**config.mk**
```make
export PLATFORM = sky130hd
export DESIGN_NAME = param_proc
export DESIGN_NICKNAME = d
export VERILOG_FILES = /design/src/rtl/proc_pkg.sv /design/src/rtl/alu_core.sv /design/src/rtl/param_proc.sv
export SDC_FILE = /design/constraint.sdc
export NUM_CORES = 1
export LEC_CHECK = 0
export BUFFER_PORTS_ARGS = -buffer_cell sky130_fd_sc_hd__buf_4
export CAP_MARGIN = 20
export CORE_ASPECT_RATIO = 0.7
export CORE_UTILIZATION = 44
export DETAILED_ROUTE_END_ITERATION = 12
export GPL_ROUTABILITY_DRIVEN = 0
export PLACE_DENSITY = 0.73
export RECOVER_POWER = 25
export SLEW_MARGIN = 20
export SYNTH_ARGS = -nofsm -noshare
export SYNTH_HDL_FRONTEND = slang
export SYNTH_SLANG_ARGS = --single-unit
```
**constraint.sdc**
```tcl
create_clock -name clk -period 3.98 [get_ports clk]
set_clock_uncertainty 0.2 [all_clocks]
set_input_delay 0.796 -clock clk [delete_from_list [all_inputs] [get_ports clk]]
set_output_delay 0.796 -clock clk [all_outputs]
set_load 0.1 [all_outputs]
```
**src/rtl/proc_pkg.sv**
```systemverilog
// Shared opcode constants and controller state encoding for param_proc.
package proc_pkg;

  localparam logic [2:0] OP_AND  = 3'b000;
  localparam logic [2:0] OP_OR   = 3'b001;
  localparam logic [2:0] OP_ADD  = 3'b010;
  localparam logic [2:0] OP_SUB  = 3'b011;
  localparam logic [2:0] OP_LOAD = 3'b100;
  localparam logic [2:0] OP_XOR  = 3'b101;
  localparam logic [2:0] OP_SHL1 = 3'b110;
  localparam logic [2:0] OP_ILL  = 3'b111;

  typedef enum logic [1:0] {
    IDLE  = 2'd0,
    FETCH = 2'd1,
    EXEC  = 2'd2,
    WB    = 2'd3
  } state_t;

endpackage

```
**src/rtl/alu_core.sv**
```systemverilog
// Combinational ALU: result, carry and sign for one instruction.
module alu_core
  import proc_pkg::*;
#(
  parameter int WIDTH = 8
) (
  input  logic [WIDTH-1:0] a,
  input  logic [WIDTH-1:0] b,
  input  logic [WIDTH-1:0] imm,
  input  logic [2:0]       op,
  output logic [WIDTH-1:0] res,
  output logic             cf,
  output logic             sf
);

  logic [WIDTH:0] sum;

  always_comb begin
    res = '0;
    cf  = 1'b0;
    sf  = 1'b0;
    sum = {1'b0, a} + {1'b0, b};
    case (op)
      OP_AND:  res = a & b;
      OP_OR:   res = a | b;
      OP_ADD:  {cf, res} = sum;
      // SUB reports the magnitude and flags a negative difference on sf
      OP_SUB: begin
        if (a >= b) begin
          res = a - b;
        end else begin
          res = b - a;
          sf  = 1'b1;
        end
      end
      OP_LOAD: res = imm;
      OP_XOR:  res = a ^ b;
      OP_SHL1: begin
        res = {a[WIDTH-2:0], 1'b0};
        cf  = a[WIDTH-1];
      end
      default: ;
    endcase
  end

endmodule

```
**src/rtl/param_proc.sv**
```systemverilog
// Four-state register-file processor: capture, operand fetch, execute, write back.
module param_proc
  import proc_pkg::*;
#(
  parameter  int WIDTH = 8,
  parameter  int NREGS = 8,
  localparam int AW    = $clog2(NREGS)
) (
  input  logic             clk,
  input  logic             rst,
  input  logic             start,
  input  logic [2:0]       opcode,
  input  logic [AW-1:0]    rd,
  input  logic [AW-1:0]    rs1,
  input  logic [AW-1:0]    rs2,
  input  logic [WIDTH-1:0] wdata,
  output logic             busy,
  output logic             done,
  output logic [WIDTH-1:0] res,
  output logic             cf,
  output logic             zf,
  output logic             sf,
  output logic             invalid
);

  state_t state, state_nxt;

  logic [2:0]       op_p0;
  logic [AW-1:0]    rd_p0, rs1_p0, rs2_p0;
  logic [WIDTH-1:0] imm_p0;
  logic [WIDTH-1:0] a_p1, b_p1;
  logic [WIDTH-1:0] regs [NREGS];

  logic [WIDTH-1:0] alu_res;
  logic             alu_cf, alu_sf;

  alu_core #(.WIDTH(WIDTH)) u_alu (
    .a   (a_p1),
    .b   (b_p1),
    .imm (imm_p0),
    .op  (op_p0),
    .res (alu_res),
    .cf  (alu_cf),
    .sf  (alu_sf)
  );

  always_comb begin
    state_nxt = state;
    case (state)
      IDLE:    if (start) state_nxt = FETCH;
      FETCH:   state_nxt = EXEC;
      EXEC:    state_nxt = WB;
      WB:      state_nxt = IDLE;
      default: state_nxt = IDLE;
    endcase
  end

  assign busy = (state != IDLE);
  assign done = (state == WB);

  always_ff @(posedge clk) begin
    if (rst) begin
      state   <= IDLE;
      op_p0   <= '0;
      rd_p0   <= '0;
      rs1_p0  <= '0;
      rs2_p0  <= '0;
      imm_p0  <= '0;
      a_p1    <= '0;
      b_p1    <= '0;
      res     <= '0;
      cf      <= 1'b0;
      zf      <= 1'b0;
      sf      <= 1'b0;
      invalid <= 1'b0;
      for (int i = 0; i < NREGS; i++) regs[i] <= '0;
    end else begin
      state <= state_nxt;
      case (state)
        // p0: instruction fields latched only when accepted from IDLE
        IDLE: begin
          if (start) begin
            op_p0  <= opcode;
            rd_p0  <= rd;
            rs1_p0 <= rs1;
            rs2_p0 <= rs2;
            imm_p0 <= wdata;
          end
        end
        // p1: operand fetch from the register file
        FETCH: begin
          a_p1 <= regs[rs1_p0];
          b_p1 <= regs[rs2_p0];
        end
        // p2: illegal opcode leaves result and flags untouched
        EXEC: begin
          if (op_p0 == OP_ILL) begin
            invalid <= 1'b1;
          end else begin
            res     <= alu_res;
            cf      <= alu_cf;
            sf      <= alu_sf;
            zf      <= (alu_res == '0);
            invalid <= 1'b0;
          end
        end
        // write back
        WB: begin
          if (op_p0 != OP_ILL) regs[rd_p0] <= res;
        end
        default: ;
      endcase
    end
  end

endmodule

```
## After elaboration in Yosys (flattened, before gate mapping)

Memories as Yosys holds them, arrays and structs flattened. A register that Yosys moved wholly into a read port is not among the register bits.
Cells that the tools add are included.

- Memories kept: 1
- RAM bits: 64
- Register bits after elaboration: 34
- Bits of input ports: 23
- Logic and storage cells: 56
- Output and inout bits: 14

- Equality and inequality tests: 12
- Reduce and logical (&&, ||, !) cells: 7
- Bitwise gates (word level): 4
- Mux-type cells: 17
- $add $sub $neg: 3
- $lt $le $gt $ge: 1

Memories:

| memory | words | width | rd ports | clocked after Yosys merged registers in | write ports | RTL line | text |
|---|---|---|---|---|---|---|---|
| regs | 8 | 8 | 2 | 2 | 8 | param_proc.sv:32 | `logic [WIDTH-1:0] regs [NREGS];` |

Operators with widths:

| operator | count |
|---|---|
| one-hot mux 8 bit (7 select lines) | 1 |
| 2-to-1 mux 8 bit | 2 |
| subtractor 8 bit | 2 |
| == test 3 bit (second input constant) | 4 |
| 2-to-1 mux 1 bit | 10 |
| adder 8 x 8 -> 9 bit | 1 |
| bitwise AND 8 bit | 1 |
| >= comparator 8 bit | 1 |
| zero test 8 bit | 1 |
| bitwise OR 8 bit | 1 |
| one-hot mux 2 bit (4 select lines) | 1 |
| OR reduction 8 bit | 1 |
| bitwise XOR 8 bit | 1 |
| == test 3 x 2 -> 1 bit (second input constant) | 2 |
| == test 2 bit (second input constant) | 2 |
| AND reduction 2 bit | 2 |
| == test 3 x 1 -> 1 bit (second input constant) | 1 |
| zero test 3 bit | 1 |
| 2-to-1 mux 3 bit | 1 |
| inequality test 3 bit (second input constant) | 1 |
| == test 2 x 1 -> 1 bit (second input constant) | 1 |
| zero test 2 bit | 1 |
| 2-to-1 mux 2 bit | 1 |
| inequality test 2 bit (second input constant) | 1 |
| other kinds (3) | 3 |

## Depth between registers and ports, before layout

Gate-level depths: netlist (run 1).

- Depth after elaboration: 7
- Gate-level depth with buffers: 13
- Gate-level depth less buffers: 12

## Modules after synthesis

From an unflattened synthesis (run 1), not the netlist that was laid out.

- Cell total of the unflattened synthesis: 708
- Area, all modules: 7069.3 um2

Modules (own cells, without submodules):

| module | area an instance (um2) | sequential area each (um2) | times used | cells an instance |
|---|---|---|---|---|
| param_proc | 5396.4 | 2922.8 | 1 | 478 |
| alu_core | 1672.9 | 0.0 | 1 | 230 |

## Least setup slack after synthesis (run 1)

No wires, ideal clock.

- Path kind: reg-to-reg
- From: reg a_p1[0] (read register of regs)
- To: reg zf
- Setup slack: 0.696 ns
- Period minus slack after synthesis: 3.284 ns
- Cell stages (with the launch flop): 14
- Buffers on the path: 1
- Required time: 3.715 ns
- Library setup time: 0.065 ns
- Arrival time: 3.019 ns
- Cell sequence: dfxtp_1 -> inv_1 -> ha_1 -> inv_1 -> fa_1 -> nor3b_1 -> or4_4 -> a221oi_4 -> buf_6 -> nor3b_1 -> nor4_2 -> nor2_1 -> a2111oi_2 -> a32o_1

- Word-level cells in the longest chain between the ends: 4
- Elaborated cells on any way between the ends: 10
- Those cells by class: add/sub: 3; order compare: 1; mux: 2; bitwise: 3; reduce/logical: 1

RTL lines:

| element | RTL line | text |
|---|---|---|
| from (decl) | param_proc.sv:31 | `logic [WIDTH-1:0] a_p1, b_p1;` |
| subtractor 8 bit (tied with other cells) | alu_core.sv:32 | `res = b - a;` |
| 2-to-1 mux 8 bit | alu_core.sv:29 | `if (a >= b) begin` |
| one-hot mux 8 bit (7 select lines) * | alu_core.sv:23 | `case (op)` |
| zero test 8 bit * | param_proc.sv:103 | `zf <= (alu_res == '0);` |
| to (signal assigned) | param_proc.sv:103 |  |
| to (decl) | param_proc.sv:21 | `output logic zf,` |

Every way passes the cells marked *; elsewhere a longest branch is shown, timed or not.
A chain may end at the register's enable or synchronous reset.

## Worst setup path in the final report (run 1)

- From: reg a_p1[0] (read register of regs)
- To: reg res[7]

- Word-level cells in the longest chain between the ends: 3
- Elaborated cells on any way between the ends: 6
- Those cells by class: add/sub: 3; order compare: 1; mux: 2

RTL lines:

| element | RTL line | text |
|---|---|---|
| subtractor 8 bit (tied with other cells) | alu_core.sv:32 |  |
| 2-to-1 mux 8 bit | alu_core.sv:29 |  |
| one-hot mux 8 bit (7 select lines) * | alu_core.sv:23 |  |
| to (signal assigned) | param_proc.sv:100 | `res <= alu_res;` |
| to (decl) | param_proc.sv:19 | `output logic [WIDTH-1:0] res,` |

Marks and branches as above.

==> results.tsv, run 1 <==
metric	value	unit
status	finished, final reports clean	
CP max stage delay	0.51	ns
TritonCTS clock tree	built	
Sink Count	114	
post-synth net total	719	
average wire per standard cell	20.49	um
Ant. Diodes	0	
GRT Residual Overflow	0	
Final min period	3.732	ns
Area growth, synth to finish	14.40	%
Clock transition at path regs	0.06	ns
Layout Nets	746	
postcts setup bufs	0	
Die H	106.6	um
final hold vios	0	
worst-skew pair later-pin latency	0.41	ns
Fmax achieved	267.9	MHz
CP dominant cell by count	inv_1	
Detailed Place HPWL	13.41	mm
most numerous cell in the Yosys netlist	and2_1	
die area	16150	um2
router iterations before antenna repair	5	
cells after synthesis	657	
Synth top area share	0.2792	
synth unique cells	67	
initial antenna violation count	0	
mean post-synth cell area	10.48	um2
max-cap viol count	0	
CP Capture Type	register	
sequential-to-total area share from yosys stat	0.4247	
vias in the first global route	5263	
die width	151.5	um
Starting Density	0.4589	
Tot GR Track Use	0.2431	
Setup TNS	0	ns
first-pass GRT wire length	28.92	mm
post-synth top area cell	edfxtp_1	
I/O pin total	37	
antenna-violating nets left	0	
CTS Buf Count	17	
routed vias/inst	5.988	
CP Cell Sequence	inv_1 -> ha_1 -> inv_1 -> fa_1 -> nor3b_1 -> or4_4 -> a221oi_4 -> buf_4 -> mux2i_1 -> o211ai_2 -> xnor2_1 -> a221oi_2 -> a211oi_1	
Filler cells	1313	
post-synth design cell area	6883	um2
IR drop worst, VDD	0.6261	mV
largest cells by area after synthesis	edfxtp_1 (28%), dfxtp_1 (15%), mux4_2 (11%), ha_1 (6.5%), and2_1 (6.0%)	
CP Max Fanout	6	
Max Transition Viols Final	0	
hold_buf cts	0	
endpoints failing setup	0	
Clock Path Buffers	2	
CTS Root Cell	clkbuf_16	
Worst-Margin Slew	1.172	ns
Synth Register Bits	114	
FFs w/ async S/R, synth	0	
Post-Route WL	18.28	mm
largest net degree at the start of global routing	51	
Top FF cell, synth	edfxtp_1	
Pleak	2.891	nW
PwrDens	741.1	nW/um2
HP Class	reg -> reg	
slew margin rel.	0.2218	
Critical Path RT	4.03	ns
critical path type	reg -> reg	
IO Port Bufs	36	
Crit path max-delay family	compound AO/OA/AOI/OAI gates	
layout cells sized above 1	0.1664	
synth warn	0	
multi-input logic area	3664	um2
CP Buf/Inv Count	3	
synth cell count leaders	and2_1 (66), edfxtp_1 (64), nand2_1 (54), nor2_1 (54), dfxtp_1 (50)	
critical path data arrival time	3.78	ns
Final WS setup	0.2479	ns
RSZ-0062 raised after global routing	false	
H-tree depth	4	
via count	5341	
CTS resizes	0	
register area	2923	um2
DRC	0	
post-placement worst setup slack	0.2981	ns
initial DRC count	679	
core area	15000	um2
Startpoint Class	register	
CP max-delay cell	or4_4	
# rows	37	
Post-synth EDFFs	64	
period utilization	0.9377	
[metrics by stage]
| stage | area, um2 | power (mW) | std cells | util | hold slack, ns |
|---|---|---|---|---|---|
| CTS | 7905 | 5.806 | 892 | 0.5270 | 0.2614 |
| detailed placement | 7316 | 4.295 | 860 | 0.4877 | 0.2538 |
| floorplan | 6883 | 3.648 | 657 | - | 0.2325 |
| global placement | 7316 | 4.203 | 860 | 0.4877 | 0.2473 |
| global route | 7874 | 6.145 | 892 | 0.5249 | 0.2785 |
| finish | 7874 | 5.835 | 892 | 0.5249 | 0.2610 |
[placed cells by master (no fill, tap or decap), types with 10 or more instances in the layout]
cell type	netlist	routed
a211oi_1	27	27
a21oi_1	34	34
and2_1	66	65
buf_4	0	36
clkbuf_16	0	19
dfxtp_1	50	50
edfxtp_1	64	64
ha_1	36	35
inv_1	40	40
mux2i_1	27	27
mux4_2	33	33
nand2_1	54	54
nor2_1	54	54
nor3_1	15	15
o21ai_0	10	10
[kinds of logic (layout without fill, tap and decap cells)]
| logic type | Yosys count | in the layout | share of synthesized area |
|---|---|---|---|
| AOI/OAI and AO/OA | 117 | 117 | 0.1191 |
| xor gates and xnor gates | 4 | 4 | 0.005089 |
| adders and majority gates | 39 | 39 | 0.07417 |
| buffers and inverters | 77 | 117 | 0.04345 |
| DFF | 114 | 114 | 0.4246 |
| muxes | 61 | 61 | 0.1489 |
| and+or+nand+nor | 245 | 245 | 0.1847 |
[layout make-up]
type                    count  area share
clock inverters            12     0.01271
inverters                  40     0.01907
repair buffers             45     0.03861
clock buffers              20     0.06213
well taps                 195     0.03099
flip-flops and latches    114      0.3712
multi-input cells         466      0.4653
[metal layers]
metal / vias to the layer above / wire length, um / GRT usage
li1: 2426 / - / -
met5: - / 43 / 0.02333
met1: 2608 / 8165 / 0.3440
met3: 35 / 1760 / 0.08043
met2: 270 / 8036 / 0.3584
met4: 2 / 275 / 0.05304
[sequential cells by signal, summed over array words and instances, names as in the netlist]
name     count
imm_p0       8
rd_p0        3
invalid      1
zf           1
cf           1
res          8
a_p1         8
state        2
sf           1
b_p1         8
regs        64
rs2_p0       3
op_p0        3
rs1_p0       3
[report_power, final]
group | internal, mW | total [mW] | switching [mW]
Combinational | 0.988 | 2.64 | 1.65
Sequential | 1.41 | 1.69 | 0.285
Clock | 0.946 | 1.50 | 0.552
[worst min-delay path: stages, from the launching register on]
cell and delay, ns:
dfxtp_1 0.31, nand2_1 0.05, a21oi_1 0.05
[final timing paths]
check | start | end | slack, ns | cells after the start
max | a_p1[0] | res[7] | 0.25 | 13
min | imm_p0[4] | imm_p0[4] | 0.26 | 2
max reg2reg | a_p1[0] | res[7] | 0.25 | 13
min reg2reg | imm_p0[4] | imm_p0[4] | 0.26 | 2
Power figures use the tool's default switching activity.
==> run 2: changes to the inputs <==
--- a/config.mk
+++ b/config.mk
@@ -5,6 +5,7 @@
 export SDC_FILE = /design/constraint.sdc
 export NUM_CORES = 1
 export LEC_CHECK = 0
+export ABC_CLOCK_PERIOD_IN_PS = 3980
 export BUFFER_PORTS_ARGS = -buffer_cell sky130_fd_sc_hd__buf_4
 export CAP_MARGIN = 20
 export CORE_ASPECT_RATIO = 0.7
@@ -12,8 +13,9 @@
 export DETAILED_ROUTE_END_ITERATION = 12
 export GPL_ROUTABILITY_DRIVEN = 0
 export PLACE_DENSITY = 0.73
-export RECOVER_POWER = 25
+export RECOVER_POWER = 100
 export SLEW_MARGIN = 20
 export SYNTH_ARGS = -nofsm -noshare
 export SYNTH_HDL_FRONTEND = slang
+export SYNTH_HIERARCHICAL = 1
 export SYNTH_SLANG_ARGS = --single-unit
==> results.tsv, run 2 <==
metric	value	unit	change
Post-Route WL	17.96	mm	-1.8%
Largest register FFs	64		unchanged
status	finished, violations left		
synth cell count leaders	nand2_1 (72), and2_1 (67), edfxtp_1 (64), a21oi_1 (50), dfxtp_1 (50)		
vias in the first global route	5129		-2.5%
post-placement worst setup slack	0.4928	ns	+0.1947 ns
IR drop worst, VDD	0.5577	mV	-11%
HP Class	reg -> reg		
Clock transition at path regs	0.05	ns	about the same
CTS Root Cell	clkbuf_16		
largest cells by area after synthesis	edfxtp_1 (27%), dfxtp_1 (14%), ha_1 (6.5%), and2_1 (5.9%), mux2i_1 (5.5%)		
largest net degree at the start of global routing	61		+20%
PwrDens	690.3	nW/um2	-6.9%
routed vias/inst	5.681		-5.1%
Biggest register	regs		
hold_sp	sf		
Internal	3.250	mW	-2.8%
Gate power share	0.443		-0.010
Hold EP	sf		
critical path data arrival time	3.51	ns	-0.27 ns
Final WS setup	0.3076	ns	+0.05977 ns
CP Max Fanout	22		+16
Starting Density	0.4533		-0.005570
register share of total power	0.286		-0.004
Die H	108.1	um	+1.3%
power consumption	5.453	mW	-6.5%
Non-Filler Instances	953		+6.8%
failing checks	max-capacitance violations, max-slew violations		
Worst R2R Start	op_p0[2]		
cells after synthesis	708		+7.8%
register area	2923	um2	unchanged
endpoints failing setup	0		unchanged
Filler cells	1420		+8.1%
Tot GR Track Use	0.2234		-0.01967
Final min period	3.672	ns	-0.05977 ns
final hold vios	0		unchanged
die area	16590	um2	+2.7%
Synth Register Bits	114		unchanged
H-tree depth	4		unchanged
TritonCTS clock tree	built		
most numerous cell in the Yosys netlist	nand2_1		
FFs w/ async S/R, synth	0		unchanged
antenna-violating nets left	0		unchanged
Post-synth EDFFs	64		unchanged
Critical Path RT	3.82	ns	-0.21 ns
initial antenna violation count	0		unchanged
Setup TNS	0	ns	unchanged
Clock power frac	0.270		+0.013
Reg2Reg Depth	7		-6
CTS resizes	0		unchanged
GRT Residual Overflow	0		unchanged
router iterations before antenna repair	6		+1
die width	153.5	um	+1.3%
Max Transition Viols Final	68		+68
mean post-synth cell area	9.985	um2	-4.7%
synth unique cells	64		-4.5%
average wire per standard cell	18.84	um	-8.0%
worst reg2reg endpoint	regs[1][3]		
# rows	38		+2.7%
Worst-Margin Slew	2.253	ns	+1.081 ns
I/O pin total	37		unchanged
Clock Path Buffers	2		unchanged
Net Switching	2.204	mW	-12%
Top FF cell, synth	edfxtp_1		
worst-skew pair later-pin latency	0.41	ns	about the same
Pleak	2.923	nW	+1.1%
Ant. Diodes	0		unchanged
Sw Ratio	0.4041		-0.02297
layout cells sized above 1	0.1408		-0.02566
multi-input logic area	3710	um2	+1.3%
initial DRC count	489		-28%
Synth top area share	0.2719		-0.007364
Hold Path Stages	2		unchanged
via count	5414		+1.4%
post-synth net total	771		+7.2%
max-cap viol count	2		+2
Fmax achieved	272.3	MHz	+1.6%
IO Port Bufs	36		unchanged
postcts setup bufs	0		unchanged
Layout Nets	803		+7.6%
slew margin rel.	-0.5021		-0.7239
Detailed Place HPWL	12.75	mm	-4.9%
CP Capture Type	register		
sequential-to-total area share from yosys stat	0.4135		-0.01120
commonest non-fill, non-tap cell in the layout	nand2_1		
post-synth top area cell	edfxtp_1		
critical path type	reg -> reg		
dpl cells	921		+7.1%
DRC	0		unchanged
period utilization	0.9227		-0.01502
synth warn	6		+6
Area growth, synth to finish	11.75	%	
RSZ-0062 raised after global routing	false		
Sink Count	114		unchanged
CTS Buf Count	17		unchanged
post-synth design cell area	7069	um2	+2.7%
hold_buf cts	0		unchanged
most frequent cells in the layout	nand2_1 (72), edfxtp_1 (64), a21oi_1 (50), dfxtp_1 (50), nor2_1 (45)		
core area	15600	um2	+4.0%
first-pass GRT wire length	28.13	mm	-2.7%
Startpoint Class	register		
Reg2Reg Setup Slack	0.31	ns	+0.06 ns
## run 2: power groups by stage
stage	registers [mW]	logic, mW	clock network [mW]
after floorplan	1.62	1.91	0
after global placement	1.57	2.39	0
after detailed placement	1.58	2.40	0
after CTS	1.56	2.42	1.49
after global routing	1.59	2.64	1.54
final	1.56	2.42	1.47
## run 2: final cells by class
| class | instances | share of cell area |
|---|---|---|
| timing repair buffer | 53 | 0.03849 |
| clock inverter | 7 | 0.005385 |
| clock buffer | 25 | 0.06826 |
| sequential | 114 | 0.3700 |
| multi-input combinational | 519 | 0.4696 |
| inverter | 35 | 0.01663 |
| tap | 200 | 0.03168 |
## run 2: worst max-delay path by stage
| stage | start | endpoint | slack, ns | cells after the start |
|---|---|---|---|---|
| 2_1_floorplan | a_p1[3] | zf | 0.92 | 14 |
| 3_3_place_gp | a_p1[1] | zf | 0.65 | 12 |
| 3_5_place_dp | a_p1[1] | zf | 0.49 | 12 |
| 4_1_cts | a_p1[1] | zf | 0.45 | 12 |
| 5_1_grt | op_p0[2] | regs[1][5] | 0.07 | 7 |
| 6_report | op_p0[2] | regs[1][3] | 0.31 | 7 |
## run 2: logic make-up (layout without fill, tap and decap cells)
logic type,Yosys count,after routing,synth area share
compound gates,158,158,0.1605
xor+xnor,5,5,0.006194
fa+ha+maj,40,40,0.07398
buf+inv,75,120,0.05788
flops,114,114,0.4135
mux,75,75,0.1158
simple gates,241,241,0.1722
## run 2: worst max-delay path, cell delays in order, from the launching register on
cell      delay, ns
dfxtp_1        0.32
clkbuf_1       0.47
nand3_1        0.22
clkbuf_1       0.55
nand4b_1       0.34
nor3_1         0.21
clkbuf_1       0.35
or2_0          0.62
## run 2: metrics by stage
stage	hold WS (ns)	util	area, um2
6_report	0.2594	0.5066	7900
5_1_grt	0.2708	0.5066	7900
4_1_cts	0.2552	0.5144	8021
3_5_place_dp	0.2471	0.4771	7440
3_3_place_gp	0.2452	0.4771	7440
2_1_floorplan	0.2332	-	7069
## run 2: per-layer routing
layer / share of wire / up-vias / wire length (um) / global-route usage
li1: - / 2605 / - / -
met1: 0.48 / 2592 / 8570 / 0.3155
met2: 0.43 / 200 / 7758 / 0.3341
met3: 0.079 / 17 / 1411 / 0.06132
met4: 0.012 / 0 / 218 / 0.06286
met5: 0 / - / 0 / 0
